[config.mk]
export PLATFORM = sky130hd
export DESIGN_NAME = remote_channel_sequencer
export DESIGN_NICKNAME = d
export VERILOG_FILES = /design/src/rtl/remote_channel_sequencer_pkg.sv /design/src/rtl/remote_channel_sequencer_phase_timer.sv /design/src/rtl/remote_channel_sequencer.sv
export SDC_FILE = /design/constraint.sdc
export NUM_CORES = 1
export LEC_CHECK = 0
export ABC_AREA = 1
export CORE_MARGIN = 10
export CORE_UTILIZATION = 25
export CTS_BUF_LIST = sky130_fd_sc_hd__clkbuf_8
export CTS_CLUSTER_DIAMETER = 120
export DETAILED_ROUTE_END_ITERATION = 16
export HOLD_SLACK_MARGIN = 0.12
export PLACE_DENSITY = 0.52
export SYNTH_ARGS = -nofsm -noshare
export SYNTH_HDL_FRONTEND = slang
export SYNTH_SLANG_ARGS = --single-unit
[constraint.sdc]
create_clock -name clock -period 2.1 [get_ports clock]
set_clock_uncertainty 0.2 [all_clocks]
set_input_delay 0.42 -clock clock [delete_from_list [all_inputs] [get_ports clock]]
set_output_delay 0.42 -clock clock [all_outputs]
set_load 0.01 [all_outputs]
[src/rtl/remote_channel_sequencer_pkg.sv]
// Shared types and constants for the remote stick-channel sequencer.
// Default timing constants assume a 27 MHz system clock.
package remote_pkg;

  typedef enum logic [2:0] {
    ST_IDLE     = 3'd0,
    ST_ARM_LOW  = 3'd1,
    ST_ARM_HIGH = 3'd2,
    ST_ARM_REL  = 3'd3,
    ST_FLY      = 3'd4,
    ST_FAILSAFE = 3'd5
  } state_t;

  localparam logic [7:0] NEUTRAL = 8'd128;
  localparam logic [7:0] TH_MIN  = 8'd0;
  localparam logic [7:0] TH_MAX  = 8'd255;

  localparam int unsigned DEF_CNT_W              = 26;
  localparam int unsigned DEF_ARM_LOW_CYCLES     = 28_000_000;
  localparam int unsigned DEF_ARM_HIGH_CYCLES    = 26_000_000;
  localparam int unsigned DEF_CMD_TIMEOUT_CYCLES = 13_500_000;
  localparam int unsigned DEF_RAMP_DIV           = 270_000;

  typedef struct packed {
    logic [7:0] throttle;
    logic [7:0] yaw;
    logic [7:0] pitch;
    logic [7:0] roll;
  } chan_t;

  function automatic chan_t idle_chans(input logic [7:0] centre);
    chan_t c;
    c.throttle = TH_MIN;
    c.yaw      = centre;
    c.pitch    = centre;
    c.roll     = centre;
    return c;
  endfunction

endpackage

[src/rtl/remote_channel_sequencer_phase_timer.sv]
// Loadable up-counter with clear and enable; done flags count == terminal.
// Shared by the arm phases, the command watchdog and the failsafe ramp divider.
module phase_timer #(
  parameter int unsigned CNT_W = 26
) (
  input  logic             clock,
  input  logic             reset_n,
  input  logic             clear,
  input  logic             load,
  input  logic             enable,
  input  logic [CNT_W-1:0] load_value,
  input  logic [CNT_W-1:0] terminal,
  output logic             done
);

  logic [CNT_W-1:0] count;

  always_ff @(posedge clock) begin
    if (!reset_n) begin
      count <= '0;
    end else if (clear) begin
      count <= '0;
    end else if (load) begin
      count <= load_value;
    end else if (enable) begin
      count <= count + CNT_W'(1);
    end
  end

  assign done = (count == terminal);

endmodule

[src/rtl/remote_channel_sequencer.sv]
// Arms the transmitter with a low/full/low throttle stroke, then forwards
// gesture commands with a watchdog, a throttle-ramp failsafe and disarm.
module remote_channel_sequencer #(
  parameter int unsigned CNT_W              = remote_pkg::DEF_CNT_W,
  parameter int unsigned ARM_LOW_CYCLES     = remote_pkg::DEF_ARM_LOW_CYCLES,
  parameter int unsigned ARM_HIGH_CYCLES    = remote_pkg::DEF_ARM_HIGH_CYCLES,
  parameter int unsigned CMD_TIMEOUT_CYCLES = remote_pkg::DEF_CMD_TIMEOUT_CYCLES,
  parameter int unsigned RAMP_DIV           = remote_pkg::DEF_RAMP_DIV,
  parameter logic [7:0]  NEUTRAL            = remote_pkg::NEUTRAL
) (
  input  logic       clock,
  input  logic       reset_n,
  input  logic       on_pulse,
  input  logic       off_pulse,
  input  logic       cmd_valid,
  output logic       cmd_ready,
  input  logic [7:0] cmd_throttle,
  input  logic [7:0] cmd_yaw,
  input  logic [7:0] cmd_pitch,
  input  logic [7:0] cmd_roll,
  output logic [7:0] ch_throttle,
  output logic [7:0] ch_yaw,
  output logic [7:0] ch_pitch,
  output logic [7:0] ch_roll,
  output logic       armed,
  output logic       failsafe,
  output logic [2:0] state_dbg
);

  import remote_pkg::state_t;
  import remote_pkg::chan_t;
  import remote_pkg::idle_chans;
  import remote_pkg::TH_MIN;
  import remote_pkg::TH_MAX;
  import remote_pkg::ST_IDLE;
  import remote_pkg::ST_ARM_LOW;
  import remote_pkg::ST_ARM_HIGH;
  import remote_pkg::ST_ARM_REL;
  import remote_pkg::ST_FLY;
  import remote_pkg::ST_FAILSAFE;

  localparam longint unsigned CNT_LIMIT = 64'd1 << CNT_W;

  if (ARM_LOW_CYCLES == 0 || ARM_HIGH_CYCLES == 0 || CMD_TIMEOUT_CYCLES == 0 ||
      RAMP_DIV == 0 ||
      longint'(ARM_LOW_CYCLES) > CNT_LIMIT || longint'(ARM_HIGH_CYCLES) > CNT_LIMIT ||
      longint'(CMD_TIMEOUT_CYCLES) > CNT_LIMIT || longint'(RAMP_DIV) > CNT_LIMIT)
  begin : g_param_check
    $error("remote_channel_sequencer: timing parameters must be 1..2**CNT_W");
  end

  localparam logic [CNT_W-1:0] TC_ARM_LOW  = CNT_W'(ARM_LOW_CYCLES - 1);
  localparam logic [CNT_W-1:0] TC_ARM_HIGH = CNT_W'(ARM_HIGH_CYCLES - 1);
  localparam logic [CNT_W-1:0] TC_TIMEOUT  = CNT_W'(CMD_TIMEOUT_CYCLES - 1);
  localparam logic [CNT_W-1:0] TC_RAMP     = CNT_W'(RAMP_DIV - 1);

  state_t           state, state_next;
  chan_t            ch, ch_next;
  logic             t_clear, t_load, t_enable, t_done;
  logic [CNT_W-1:0] t_load_value, t_terminal;

  phase_timer #(.CNT_W(CNT_W)) u_timer (
    .clock      (clock),
    .reset_n    (reset_n),
    .clear      (t_clear),
    .load       (t_load),
    .enable     (t_enable),
    .load_value (t_load_value),
    .terminal   (t_terminal),
    .done       (t_done)
  );

  always_comb begin
    t_terminal = '0;
    unique case (state)
      ST_ARM_LOW:  t_terminal = TC_ARM_LOW;
      ST_ARM_HIGH: t_terminal = TC_ARM_HIGH;
      ST_FLY:      t_terminal = TC_TIMEOUT;
      ST_FAILSAFE: t_terminal = TC_RAMP;
      default:     t_terminal = '0;
    endcase
  end

  assign cmd_ready = (state == ST_FLY);

  always_comb begin
    state_next   = state;
    ch_next      = ch;
    t_clear      = 1'b0;
    t_load       = 1'b0;
    t_enable     = 1'b0;
    t_load_value = '0;

    if (off_pulse) begin
      state_next = ST_IDLE;
      ch_next    = idle_chans(NEUTRAL);
      t_clear    = 1'b1;
    end else begin
      unique case (state)
        ST_IDLE: begin
          ch_next = idle_chans(NEUTRAL);
          t_clear = 1'b1;
          if (on_pulse) state_next = ST_ARM_LOW;
        end
        ST_ARM_LOW: begin
          ch_next.throttle = TH_MIN;
          if (t_done) begin
            state_next       = ST_ARM_HIGH;
            ch_next.throttle = TH_MAX;
            t_clear          = 1'b1;
          end else begin
            t_enable = 1'b1;
          end
        end
        ST_ARM_HIGH: begin
          ch_next.throttle = TH_MAX;
          if (t_done) begin
            state_next       = ST_ARM_REL;
            ch_next.throttle = TH_MIN;
            t_clear          = 1'b1;
          end else begin
            t_enable = 1'b1;
          end
        end
        ST_ARM_REL: begin
          state_next       = ST_FLY;
          ch_next.throttle = TH_MIN;
          t_clear          = 1'b1;
        end
        ST_FLY: begin
          if (cmd_valid && cmd_ready) begin
            ch_next.throttle = cmd_throttle;
            ch_next.yaw      = cmd_yaw;
            ch_next.pitch    = cmd_pitch;
            ch_next.roll     = cmd_roll;
            t_clear          = 1'b1;
          end else if (t_done) begin
            state_next    = ST_FAILSAFE;
            ch_next.yaw   = NEUTRAL;
            ch_next.pitch = NEUTRAL;
            ch_next.roll  = NEUTRAL;
            t_load        = 1'b1;
            // Zero throttle preloads the divider to terminal so the first
            // FAILSAFE cycle is already a ramp tick and exits to IDLE.
            t_load_value  = (ch.throttle == TH_MIN) ? TC_RAMP : '0;
          end else begin
            t_enable = 1'b1;
          end
        end
        ST_FAILSAFE: begin
          if (t_done) begin
            t_clear = 1'b1;
            if (ch.throttle == TH_MIN) begin
              state_next = ST_IDLE;
              ch_next    = idle_chans(NEUTRAL);
            end else begin
              ch_next.throttle = ch.throttle - 8'd1;
            end
          end else begin
            t_enable = 1'b1;
          end
        end
        default: begin
          state_next = ST_IDLE;
          ch_next    = idle_chans(NEUTRAL);
          t_clear    = 1'b1;
        end
      endcase
    end
  end

  always_ff @(posedge clock) begin
    if (!reset_n) begin
      state <= ST_IDLE;
      ch    <= idle_chans(NEUTRAL);
    end else begin
      state <= state_next;
      ch    <= ch_next;
    end
  end

  assign ch_throttle = ch.throttle;
  assign ch_yaw      = ch.yaw;
  assign ch_pitch    = ch.pitch;
  assign ch_roll     = ch.roll;
  assign armed       = (state == ST_FLY) || (state == ST_FAILSAFE);
  assign failsafe    = (state == ST_FAILSAFE);
  assign state_dbg   = state;

endmodule

# ---- Yosys cells after proc, flatten, opt, wreduce, memory -nomap -nowiden
# Index checks and enable logic that the tools add are counted.
dict set report word_totals {
  regBits 61
  input_bits 37
  output_inout_bits 38
  elab_cells 74
}
dict set report classes {
  n_addsub 2
  eq_ne 15
  mux 37
  bitwise 2
  reduce_logical 12
}
# op count
set op_table {}
lappend op_table {{26-bit 2-to-1 mux} 5}
lappend op_table {{25-bit case mux with 4 select lines} 1}
lappend op_table {{24-bit 2-to-1 mux} 3}
lappend op_table {{24-bit case mux with 3 select lines} 1}
lappend op_table {{19-bit 2-to-1 mux} 2}
lappend op_table {{32-bit 2-to-1 mux} 1}
lappend op_table {{8-bit 2-to-1 mux} 4}
lappend op_table {{8-bit case mux with 4 select lines} 1}
lappend op_table {{26-bit by 1-bit adder with 26-bit output, second input constant} 1}
lappend op_table {{26-bit by 25-bit == test with 1-bit output} 1}
lappend op_table {{3-bit 2-to-1 mux} 7}
lappend op_table {{3-bit case mux with 6 select lines} 1}
lappend op_table {{1-bit 2-to-1 mux} 9}
lappend op_table {{8-bit logical NOT} 1}
lappend op_table {{2-bit by 1-bit inequality test with 1-bit output, second input constant} 4}
lappend op_table {{2-bit inequality test, second input constant} 4}
lappend op_table {{8-bit by 1-bit subtractor with 8-bit output, second input constant} 1}
lappend op_table {{7-bit AND reduction} 1}
lappend op_table {{3-bit by 2-bit == test with 1-bit output, second input constant} 2}
lappend op_table {{3-bit == test, second input constant} 2}
lappend op_table {{3-bit OR reduction} 2}
lappend op_table {{1-bit case mux with 2 select lines} 2}
lappend op_table {{4-bit AND reduction} 1}
lappend op_table {{2-bit OR reduction} 2}
lappend op_table {{other kinds (8)} 9}

# ---- Longest topological paths before layout
dict set report depth {
  depth_word 9
  depth_mapped 17
  mapped_depth_nobuf 17
}

# ---- Cells and area by module
# Synthesis repeated with hierarchy kept, for this count alone.
dict set report hier_totals {
  cells_unflattened 625
  area_unflattened_um2 4082.7
}
# module n_inst cells_per_inst area_per_inst_um2 seq_area_each_um2
set modules_own_cells {}
lappend modules_own_cells {phase_timer 1 340 2124.5 520.5}
lappend modules_own_cells {remote_channel_sequencer 1 285 1958.1 700.7}

# ---- Worst setup path before layout
# No wires, ideal clock.
dict set report synth_path {
  kind {register to register}
  startpoint {register state[2], in the netlist state_dbg[2]}
  endpoint {register state[0], in the netlist state_dbg[0]}
  setup_time_ns 0.113
  arrival_time_ns 2.032
  required_ns 1.787
  slack_ns -0.245
  path_stages_with_launch 16
  n_path_buf 2
  synth_period_minus_slack_ns 2.345
  cell_sequence {dfxtp_1 -> buf_2 -> inv_2 -> nand3_1 -> nand2_1 -> nand2_1 -> nand2_1 -> nor2_1 -> nand2_1 -> nor2_2 -> nand3_4 -> o21bai_4 -> buf_4 -> nand3_1 -> nand2_1 -> nor2_1}
}
dict set report synth_between {
  elab_chain_len 5
  elab_cells_between_ends 18
  cone_classes {13 x eq/ne; 2 x mux; 3 x reduce/logical}
}
# item line
set synth_rtl {}
lappend synth_rtl {{start: declaration} remote_channel_sequencer.sv:57} ;# state_t state, state_next;
lappend synth_rtl {{start signal: assignment} remote_channel_sequencer.sv:177} ;# state <= state_next;
lappend synth_rtl {{3-bit == test, or another cell as far along} {remote_channel_sequencer.sv:75, remote_channel_sequencer.sv:99}}
lappend synth_rtl {{25-bit case mux with 4 select lines} remote_channel_sequencer.sv:75} ;# unique case (state)
lappend synth_rtl {{26-bit by 25-bit == test with 1-bit output} remote_channel_sequencer_phase_timer.sv:30} ;# assign done = (count == terminal);
lappend synth_rtl {{2-bit inequality test (no line) or 2-bit by 1-bit inequality test with 1-bit output (tied branches)} --}
lappend synth_rtl {{7-bit AND reduction (no line)} --}
# Parallel ways exist; a longest one is shown, timed or not.
# A chain may end at the register's enable or synchronous reset.

# ---- Worst setup path in the final report
dict set report layout_path {
  startpoint {register state[2], in the netlist state_dbg[2]}
  endpoint {register u_timer.count[1]}
}
dict set report layout_between {
  elab_chain_len 8
  elab_cells_between_ends 26
  cone_classes {5 x eq/ne; 17 x mux; 4 x reduce/logical}
}
# item line
set layout_rtl {}
lappend layout_rtl {{3-bit == test, or another cell as far along} {remote_channel_sequencer.sv:75, remote_channel_sequencer.sv:99}}
lappend layout_rtl {{25-bit case mux with 4 select lines} remote_channel_sequencer.sv:75}
lappend layout_rtl {{26-bit by 25-bit == test with 1-bit output} remote_channel_sequencer_phase_timer.sv:30}
lappend layout_rtl {{1-bit 2-to-1 mux or 19-bit 2-to-1 mux (tied branches)} --}
lappend layout_rtl {{1-bit 2-to-1 mux or 26-bit 2-to-1 mux (tied branches)} remote_channel_sequencer.sv:131} ;# if (cmd_valid && cmd_ready) begin
lappend layout_rtl {{1-bit case mux with 2 select lines, or another cell as far along} remote_channel_sequencer.sv:99} ;# unique case (state)
lappend layout_rtl {{1-bit 2-to-1 mux or 26-bit 2-to-1 mux (tied branches)} remote_channel_sequencer.sv:94} ;# if (off_pulse) begin
lappend layout_rtl {{2-bit nonzero test (no line) or 26-bit 2-to-1 mux (tied branches)} --}
lappend layout_rtl {{end signal: assignment} remote_channel_sequencer_phase_timer.sv:24} ;# count <= load_value;
lappend layout_rtl {{end signal: assignment} remote_channel_sequencer_phase_timer.sv:26} ;# count <= count + CNT_W'(1);
lappend layout_rtl {{end: declaration} remote_channel_sequencer_phase_timer.sv:16} ;# logic [CNT_W-1:0] count;
# Parallel ways exist; a longest one is shown, timed or not.

==> metrics.txt <==
share of the synthesized area in the top cell type=0.324; I/O pin count=75; Initial DRC Count=257; die width=roughly 140 um; number of flops mapped to enable cells by yosys=0; GRT overflow=0; Arr. time, crit path=2.39 ns; critical path launch point type=flop; Avg Inst Size Synth=around 6.2 um2; CTS tree=built; endpoint class of the critical path=flop; Residual DRC=0; largest net degree at the start of global routing=28; Core Util, Final=0.410; Detailed Route WL=13600 um; H-Tree Depth=3; most used cell, CP=nand2_1; max cap viols=0; VDD IR max=~0.00033 V; met2 Track Usage GR=0.223; fin crit period=about 2.3 ns; status=finished with violations; pre-CTS setup slack=-0.320 ns; RSZ-0062 raised after global routing=true; Synth area leaders=dfxtp_1 32%, nand2_1 17%, nand3_1 11%, nor2_1 9.8%, inv_1 6.4%; drt first pass iters=5; CTS clk-pin slew, worst paths=roughly 0.070 ns; Seq cells post-synth=61; final worst slack=-0.233 ns; hpwl dp=10600 um; initial antenna violation count=0; busiest layer in global routing=met2; Pleak=approximately 2.8 nW; die extent in y=143 um; synthesis warning total=0; CP cell instances=buf_4 -> buf_4 -> nand3_1 -> nand2_1 -> nand2_1 -> nor2_1 -> nand2_1 -> nor2_4 -> nand3_4 -> nand2_2 -> nand2_2 -> nand2_2 -> inv_1 -> nand2_1 -> inv_1; Vias=roughly 4.4k; cells after synthesis=about 610; total power=~4 mW; DRT antenna net count=0; Clock Root Buffer=clkbuf_8; worst skew pair latency=around 0.36 ns; core region area=approximately 15000 um2; ys async rst share=0; GR Util met3=0.0365; gr usage total=0.135; Area Growth Syn to Fin=59.1%; Max Clk Rate=about 430 MHz; cell taking the most area after synthesis=dfxtp_1; slew margin rel.=0.682; nets=820; Critical Path RT=between 2 and 2.5 ns; first-pass GRT wire length=21900 um; Crit Path Max Fanout=6; worst-margin pin slew=between 0.4 and 0.5 ns; Inst Count DP=about 950; Crit Path Class=reg -> reg; Initial Util=0.258; layout cells sized above 1=0.242; vias in the first global route=roughly 4.3k; Final Non-Filler Cells=968; register area share after synthesis=0.324; Hold Path Class=reg -> reg; Vias/cell=about 4.6; top-count cell post-synth=nand2_1; Cell Area, Synth=between 3000 and 4000 um2; n_diodes=0; Post-synth top flop=dfxtp_1; DR WL/cell=approximately 14 um; Max stage delay on crit path=0.40 ns; CTS Sinks=61; Setup violations, final=just over 60; fin crit share=1.11; syn_nets=approximately 650; row cnt=44; synth cell count leaders=166 x nand2_1, 99 x nor2_1, 83 x nand3_1; Final Hold Fails=0; Final Slew Violations=0; total die area=between 20000 and 25000 um2; GP Congestion=roughly 0.89; CP max-delay cell=dfxtp_4; met1 usage=0.165; FILL cells=between 1k and 1.5k; pwr/cell area=between 600 and 700 nW/um2; CTS Buffer Depth=2; Port Buffers=74; CTS buffer count=9; failing checks=negative setup slack; Distinct cells, synth=33
metal layers:
| layer | part of all wire | wire length [um] |
|---|---|---|
| met1 | 0.46 | 6300 |
| met2 | 0.48 | 6490 |
| met3 | 0.052 | 715 |
| met4 | 0.0096 | 131 |
| met5 | 0 | 0 |
path summary, 6_finish.rpt:
kind                            slack (ns)                 startpoint  cells after the start                       endpoint
worst max-delay path                 -0.23  state_dbg[2]$_SDFFE_PP0P_                     15  u_timer.count[1]$_SDFFE_PP0P_
worst min-delay path                  0.28   ch_pitch[7]$_SDFFE_PP1P_                      2       ch_pitch[7]$_SDFFE_PP1P_
worst max register to register       -0.23  state_dbg[2]$_SDFFE_PP0P_                     15  u_timer.count[1]$_SDFFE_PP0P_
worst min register to register        0.28   ch_pitch[7]$_SDFFE_PP1P_                      2       ch_pitch[7]$_SDFFE_PP1P_
cell usage in the layout, fill, tap and decap left out, types with 8 or more instances in the layout:
cell	synthesis	final
clkbuf_8	0	12
clkdlybuf4s50_1	0	69
nand2_2	10	13
nand4_1	11	11
nand3b_1	10	10
nand3_2	0	8
a21oi_1	18	18
dfxtp_1	61	56
xor2_1	13	13
nand3_1	83	71
nand2_1	166	156
inv_1	64	60
nor2_1	99	91
buf_4	5	90
o21ai_0	16	10
power by group:
group	internal, mW	switching (mW)
clock network	0.759	0.490
logic	0.634	0.743
registers	1.21	0.0508
total	2.61	1.28
critical path, delay by kind of cell, from the launching register on:
kind | cells | cell delay, ns
buffers and inverters | 4 | 0.39
flip-flops | 1 | 0.40
AND/OR/NAND/NOR | 11 | 1.23
sequential cells by signal, summed over array words and instances (netlist names):
register	count
ch_yaw	8
ch_pitch	8
state_dbg	3
ch_throttle	8
ch_roll	8
u_timer.count	26
kinds of logic after synthesis:
kind of cell | Yosys count | share of synthesized area
AOI/OAI and AO/OA | 44 | 0.0693
buffers and inverters | 85 | 0.0945
xor gates and xnor gates | 14 | 0.0325
DFF | 61 | 0.324
and+or+nand+nor | 399 | 0.470
adders and majority gates | 3 | 0.00995
metrics by stage:
stage	instance area, um2	setup TNS, ns	hold slack (ns)
after floorplan	3840	-2.25	0.259
after global placement	5510	-11.54	0.250
after CTS	5950	-9.49	0.283
after global routing	6000	-19.38	0.306
after detailed placement	5510	-13.75	0.267
final	6000	-10.01	0.281
layout make-up:
class	count	area, um2	area share
repair buffers	177	1600	0.267
multi-input cells	461	2420	0.404
flip-flops and latches	61	1230	0.206
clock buffers	12	165	0.0275
clock inverters	3	67.6	0.0113
inverters	70	280	0.0467
well taps	184	230	0.0383
what timing repair did:
action / in CTS / in global routing
pin swaps: 12 / 2
setup endpoints to repair: 65 / 64
setup buffers: 4 / 1
gates cloned: 1 / 0
gates resized for setup: 62 / 14
hold buffers: 0 / 0
Power figures use the tool's default switching activity.
